==> config.mk <==
export PLATFORM = sky130hd
export DESIGN_NAME = config_write_arbiter
export DESIGN_NICKNAME = d
export VERILOG_FILES = /design/src/rtl/config_arb_pkg.sv /design/src/rtl/config_write_arbiter_rr_picker.sv /design/src/rtl/config_write_arbiter.sv
export SDC_FILE = /design/constraint.sdc
export NUM_CORES = 1
export LEC_CHECK = 0
export ABC_AREA = 1
export ABC_CLOCK_PERIOD_IN_PS = 6110
export CAP_MARGIN = 20
export CORE_ASPECT_RATIO = 1.2
export CORE_MARGIN = 2
export CORE_UTILIZATION = 45
export CTS_CLUSTER_DIAMETER = 50
export DETAILED_ROUTE_END_ITERATION = 8
export PLACE_DENSITY = 0.89
export SLEW_MARGIN = 20
export SYNTH_ARGS = -nofsm -noshare
export SYNTH_HDL_FRONTEND = slang
export SYNTH_SLANG_ARGS = --single-unit
==> constraint.sdc <==
create_clock -name clk -period 6.11 [get_ports clk]
set_clock_uncertainty 0.1 [all_clocks]
set_input_delay 0.9165 -clock clk [delete_from_list [all_inputs] [get_ports clk]]
set_output_delay 0.9165 -clock clk [all_outputs]
set_load 0.01 [all_outputs]
==> src/rtl/config_arb_pkg.sv <==
// Shared types and helpers for the configuration-memory write arbiter.
package config_arb_pkg;

  typedef enum logic [1:0] {
    S_IDLE  = 2'b00,
    S_WRITE = 2'b01,
    S_ACK   = 2'b10
  } state_e;

  localparam int unsigned CFG_DATA_W = 35;

  // Bits needed to index 'value' entries; never returns less than 1.
  function automatic int unsigned clog2(input int unsigned value);
    int unsigned w;
    w = 1;
    while ((32'd1 << w) < value) w++;
    return w;
  endfunction

endpackage

==> src/rtl/config_write_arbiter_rr_picker.sv <==
// Combinational round-robin selector: first set request at or after ptr, wrapping.
module rr_picker
  import config_arb_pkg::*;
#(
  parameter  int unsigned NUM_REQ = 4,
  localparam int unsigned PTR_W   = clog2(NUM_REQ)
) (
  input  logic [NUM_REQ-1:0] req,
  input  logic [PTR_W-1:0]   ptr,
  output logic               any,
  output logic [PTR_W-1:0]   sel
);

  int unsigned idx;

  // Walk offsets from farthest to nearest so the nearest hit wins.
  always_comb begin
    any = |req;
    sel = '0;
    idx = 0;
    for (int unsigned i = NUM_REQ; i > 0; i--) begin
      idx = (32'(ptr) + i - 1) % NUM_REQ;
      if (req[idx]) sel = PTR_W'(idx);
    end
  end

endmodule

==> src/rtl/config_write_arbiter.sv <==
// Round-robin arbiter sharing the configuration memory write port among
// several requesters, with bounded back-pressure wait and ack/err pulses.
module config_write_arbiter
  import config_arb_pkg::*;
#(
  parameter  int unsigned NUM_REQ = 4,
  parameter  int unsigned DATA_W  = CFG_DATA_W,
  parameter  int unsigned TIMEOUT = 15,
  localparam int unsigned ID_W    = clog2(NUM_REQ),
  localparam int unsigned CNT_W   = clog2(TIMEOUT + 1)
) (
  input  logic                      clk,
  input  logic                      arst,
  input  logic [NUM_REQ-1:0]        req_valid,
  input  logic [NUM_REQ*DATA_W-1:0] req_data,
  output logic [NUM_REQ-1:0]        req_ack,
  output logic                      req_err,
  output logic [DATA_W-1:0]         mem_data,
  output logic                      mem_we,
  input  logic                      mem_busy,
  output logic [ID_W-1:0]           grant_id,
  output logic [1:0]                dbg_state
);

  state_e               state_q, state_d;
  logic [ID_W-1:0]      rr_ptr_q, rr_ptr_d;
  logic [ID_W-1:0]      grant_id_q, grant_id_d;
  logic [CNT_W-1:0]     busy_cnt_q, busy_cnt_d;
  logic [DATA_W-1:0]    mem_data_q, mem_data_d;
  logic                 mem_we_q, mem_we_d;
  logic [NUM_REQ-1:0]   req_ack_q, req_ack_d;
  logic                 req_err_q, req_err_d;
  logic                 post_ack_q, post_ack_d;

  logic [NUM_REQ-1:0]   req_mask;
  logic [NUM_REQ-1:0]   req_masked;
  logic                 pick_any;
  logic [ID_W-1:0]      pick_sel;

  // The just-served requester is hidden for one idle cycle so it can drop valid.
  always_comb begin
    req_mask = '0;
    if (state_q == S_IDLE && post_ack_q) req_mask[grant_id_q] = 1'b1;
    req_masked = req_valid & ~req_mask;
  end

  rr_picker #(.NUM_REQ(NUM_REQ)) u_picker (
    .req (req_masked),
    .ptr (rr_ptr_q),
    .any (pick_any),
    .sel (pick_sel)
  );

  always_comb begin
    state_d    = state_q;
    rr_ptr_d   = rr_ptr_q;
    grant_id_d = grant_id_q;
    busy_cnt_d = busy_cnt_q;
    mem_data_d = mem_data_q;
    mem_we_d   = mem_we_q;
    req_ack_d  = '0;
    req_err_d  = 1'b0;
    post_ack_d = 1'b0;
    case (state_q)
      S_IDLE: begin
        if (pick_any) begin
          grant_id_d = pick_sel;
          mem_data_d = req_data[pick_sel*DATA_W +: DATA_W];
          mem_we_d   = 1'b1;
          busy_cnt_d = '0;
          state_d    = S_WRITE;
        end
      end
      S_WRITE: begin
        if (!mem_busy) begin
          mem_we_d              = 1'b0;
          req_ack_d[grant_id_q] = 1'b1;
          state_d               = S_ACK;
        end else if (busy_cnt_q == CNT_W'(TIMEOUT - 1)) begin
          mem_we_d              = 1'b0;
          req_ack_d[grant_id_q] = 1'b1;
          req_err_d             = 1'b1;
          state_d               = S_ACK;
        end else begin
          busy_cnt_d = busy_cnt_q + 1'b1;
        end
      end
      S_ACK: begin
        rr_ptr_d   = (grant_id_q == ID_W'(NUM_REQ - 1)) ? '0 : grant_id_q + 1'b1;
        post_ack_d = 1'b1;
        state_d    = S_IDLE;
      end
      default: begin
        mem_we_d = 1'b0;
        state_d  = S_IDLE;
      end
    endcase
  end

  always_ff @(posedge clk or posedge arst) begin
    if (arst) begin
      state_q    <= S_IDLE;
      rr_ptr_q   <= '0;
      grant_id_q <= '0;
      busy_cnt_q <= '0;
      mem_data_q <= '0;
      mem_we_q   <= 1'b0;
      req_ack_q  <= '0;
      req_err_q  <= 1'b0;
      post_ack_q <= 1'b0;
    end else begin
      state_q    <= state_d;
      rr_ptr_q   <= rr_ptr_d;
      grant_id_q <= grant_id_d;
      busy_cnt_q <= busy_cnt_d;
      mem_data_q <= mem_data_d;
      mem_we_q   <= mem_we_d;
      req_ack_q  <= req_ack_d;
      req_err_q  <= req_err_d;
      post_ack_q <= post_ack_d;
    end
  end

  assign req_ack   = req_ack_q;
  assign req_err   = req_err_q;
  assign mem_data  = mem_data_q;
  assign mem_we    = mem_we_q;
  assign grant_id  = grant_id_q;
  assign dbg_state = state_q;

endmodule

==> metrics.md <==
| Metric | Value |
|---|---|
| Status | `finished clean` |
| Initial Util | `46.2%` |
| Largest net degree at the start of global routing | `54` |
| Initial antenna violation count | `0` |
| VDD IR max | `0.258 mV` |
| Final HPWL DP | `8.88 mm` |
| Max-cap violations | `0` |
| Die ar. | `9510 sq um` |
| Post-Syn Area | `3930 sq um` |
| Kind of critical path | `input pin to register` |
| Global Route Usage Sum | `24.1%` |
| Reg clk slew, reported paths | `approximately 0.1 ns` |
| Die span in x | `89.3 um` |
| Setup violators final | `0` |
| RSZ-0062 raised after global routing | `no` |
| Overall power | `2.97 mW` |
| Routability cong. | `0.902` |
| Final Hold Fails | `0` |
| Slew HR | `approximately two fifths` |
| Global route overflow | `0` |
| Post-CTS Hold Fix Bufs | `0` |
| Yosys synthesis warning count | `0` |
| HP Class | `register to register` |
| Avg WL per Cell | `~13 um` |
| Antenna diode count | `0` |
| CTS Buf Count | `5` |
| Critical path, cell by cell | `clkdlybuf4s50_1 -> nand3_1 -> nand2_1 -> nand2_1 -> nand2_1 -> nand2_1 -> nand2_1 -> nand2_2 -> nand2_2 -> buf_4 -> nand2_1 -> nand3_1 -> nand2_1 -> nand2_1 -> nand2_1` |
| Post-Route WL | `11.6 mm` |
| Period utilization | `between 50% and 60%` |
| Hold slack final | `0.387 ns` |
| Layout cells sized above 1 | `under 10%` |
| Max Fclk | `284 MHz` |
| Critical path's largest stage delay | `0.53 ns` |
| CP Launch Type | `input pin` |
| TritonCTS clock tree | `done` |
| Via count | `4513` |
| Worst path slowest cell | `clkdlybuf4s50_1` |
| Critical Path Most Common Cell | `nand2_1` |
| Leakage | `3.22 nW` |
| PortBufs | `191` |
| Post-synthesis sequential area ratio | `33.1%` |
| FP Rows | `37` |
| Post-CTS setup buffers | `0` |
| Crit path max fanout | `53` |
| Worst Path Arrival | `3.62 ns` |
| Chip Height | `106 um` |
| CTS Buffer Depth | `2` |
| DR pass1 iterations | `5` |
| Iteration-0 DRC Markers | `173` |
| Worst r2r path cells | `17` |
| Design area | `5980 sq um` |
| Post-place instance area | `5870 sq um` |
| TNS Setup | `0 ns` |
| Htree depth | `2` |
| Synth Area per Inst | `about 6.2 sq um` |
| Area Overhead vs Synth | `52.2%` |
| First-pass GRT wire length | `18.6 mm` |
| Hold Path Stages | `2` |
| Min Tclk post-route | `approximately 3.5 ns` |
| Yosys cell types | `27` |
| Nets | `about 960` |
| Synthesized instance count | `~630` |
| Vias in the first global route | `4233` |
| Post-Syn Nets | `just under 800` |
| # DRC | `0` |
| Flops & latches, synth | `52` |
| Number of routed nets with antenna violations | `0` |
| Clock latency on the worst-skew pair | `0.31 ns` |
| Core ar. | `around 8500 sq um` |
| Crit path capture type | `register` |
| Ports | `192` |
| Actual slew at the worst max-slew pin | `between 0.9 and 1 ns` |
| Power per cell area | `496 nW/um^2` |
| Via/cell ratio | `about 4.9` |
| Worst Path Required | `6.21 ns` |
| Max-slew violations | `0` |
| CTS sink cnt | `between 50 and 60` |
| Root Driver | `clkbuf_8` |
| Post-CTS Resized | `0` |
[registers in the layout, indices dropped and copies added (netlist names)]
name,cells
req_err,1
mem_we,1
rr_ptr_q,2
post_ack_q,1
busy_cnt_q,4
mem_data,35
dbg_state,2
req_ack,4
grant_id,2
[synth_stat cells]
cell      number  area share, %
nand2_1      219             21
nand3_1      136             17
inv_1        134             13
dfrtp_1       52             33
buf_2         17            2.2
nor2_1        12            1.1
o211ai_2       9            2.9
or2_1          9            1.4
buf_1          6           0.57
ha_1           6            1.9
clkbuf_1       5           0.48
o21ai_0        5           0.64
a21oi_1        2           0.25
nand2_2        2           0.32
nand3_2        2           0.51
nand4_1        2           0.32
nor2_4         2           0.57
nor3_1         2           0.25
o31ai_1        2           0.38
xor2_1         2           0.45
a21oi_4        1           0.41
buf_4          1           0.19
buf_6          1           0.29
inv_2          1          0.095
nand3b_1       1           0.19
nor2_2         1           0.16
nor3b_2        1           0.32
[stage by stage]
| stage | worst slack [ns] | util [%] | std cells |
|---|---|---|---|
| 2_1_floorplan | 3.84 | - | 633 |
| 3_3_place_gp | 2.29 | 68.9 | 914 |
| 3_5_place_dp | 2.13 | 68.9 | 914 |
| 4_1_cts | 2.45 | 70.0 | 922 |
| 5_1_grt | 2.26 | 70.3 | 923 |
| 6_report | 2.59 | 70.3 | 923 |
[logic make-up after synthesis]
kind of cell | count (synthesis) | share of synthesized area, %
fa+ha+maj | 6 | 1.91
flops | 52 | 33.1
buf+inv | 165 | 16.6
compound gates | 19 | 4.55
xor+xnor | 2 | 0.446
simple gates | 389 | 43.4
[where the power goes]
| part | internal [mW] | switching [mW] | leakage (nW) |
|---|---|---|---|
| clock network | 0.0814 | 0.119 | 0.0404 |
| registers | 0.506 | 0.104 | 0.651 |
| logic | 0.842 | 1.31 | 2.53 |
[worst paths after layout]
check | startpoint | endpoint | slack [ns]
max | req_valid[2] | mem_data[25]$_DFFE_PP0P_ | 2.59
min | mem_data[9]$_DFFE_PP0P_ | mem_data[9]$_DFFE_PP0P_ | 0.39
max reg2reg | grant_id[0]$_DFFE_PP0P_ | mem_data[25]$_DFFE_PP0P_ | 2.83
min reg2reg | mem_data[9]$_DFFE_PP0P_ | mem_data[9]$_DFFE_PP0P_ | 0.39
max in group asynchronous | arst | mem_data[5]$_DFFE_PP0P_ | 4.37
min in group asynchronous | arst | mem_we$_DFFE_PP0P_ | 1.01
[final cells by class]
class | instances | area [sq um]
timing repair buffer | 195 | 1950
fill | 705 | 2530
clock inverter | 3 | 23.8
inverter | 135 | 508
tap | 117 | 146
multi-input combinational | 416 | 1980
clock buffer | 5 | 68.8
sequential | 52 | 1300
[per-layer routing]
| layer | global-route usage, % | vias up | part of all wire [%] |
|---|---|---|---|
| li1 | - | 2261 | - |
| met1 | 28.1 | 2024 | 37 |
| met2 | 44.0 | 212 | 53 |
| met3 | 4.89 | 16 | 8.4 |
| met4 | 6.08 | 0 | 1.8 |
| met5 | 0 | - | 0 |
[critical path: cells and delay by family]
family	cells	cell delay, ns
buffers and inverters	2	0.97
and+or+nand+nor	13	1.67
[layout by cell type, fill, tap and decap left out]
cell             synthesis  routed
a21oi_1                  2       2
a21oi_4                  1       1
buf_12                   0       1
buf_4                    1       3
clkbuf_8                 0       5
clkdlybuf4s50_1          0     191
clkinv_2                 0       1
clkinv_4                 0       1
clkinvlp_4               0       2
dfrtp_1                 52      52
ha_1                     6       6
inv_1                  134     133
inv_2                    1       1
nand2_1                219     218
nand2_2                  2       3
nand3_1                136     136
nand3_2                  2       2
nand3b_1                 1       1
nand4_1                  2       2
nor2_1                  12      12
nor2_2                   1       1
nor2_4                   2       2
nor3_1                   2       2
nor3b_2                  1       1
o211ai_2                 9       9
o21ai_0                  5       5
o31ai_1                  2       2
or2_1                    9       9
xor2_1                   2       2
(Power assumes the default switching activity.)
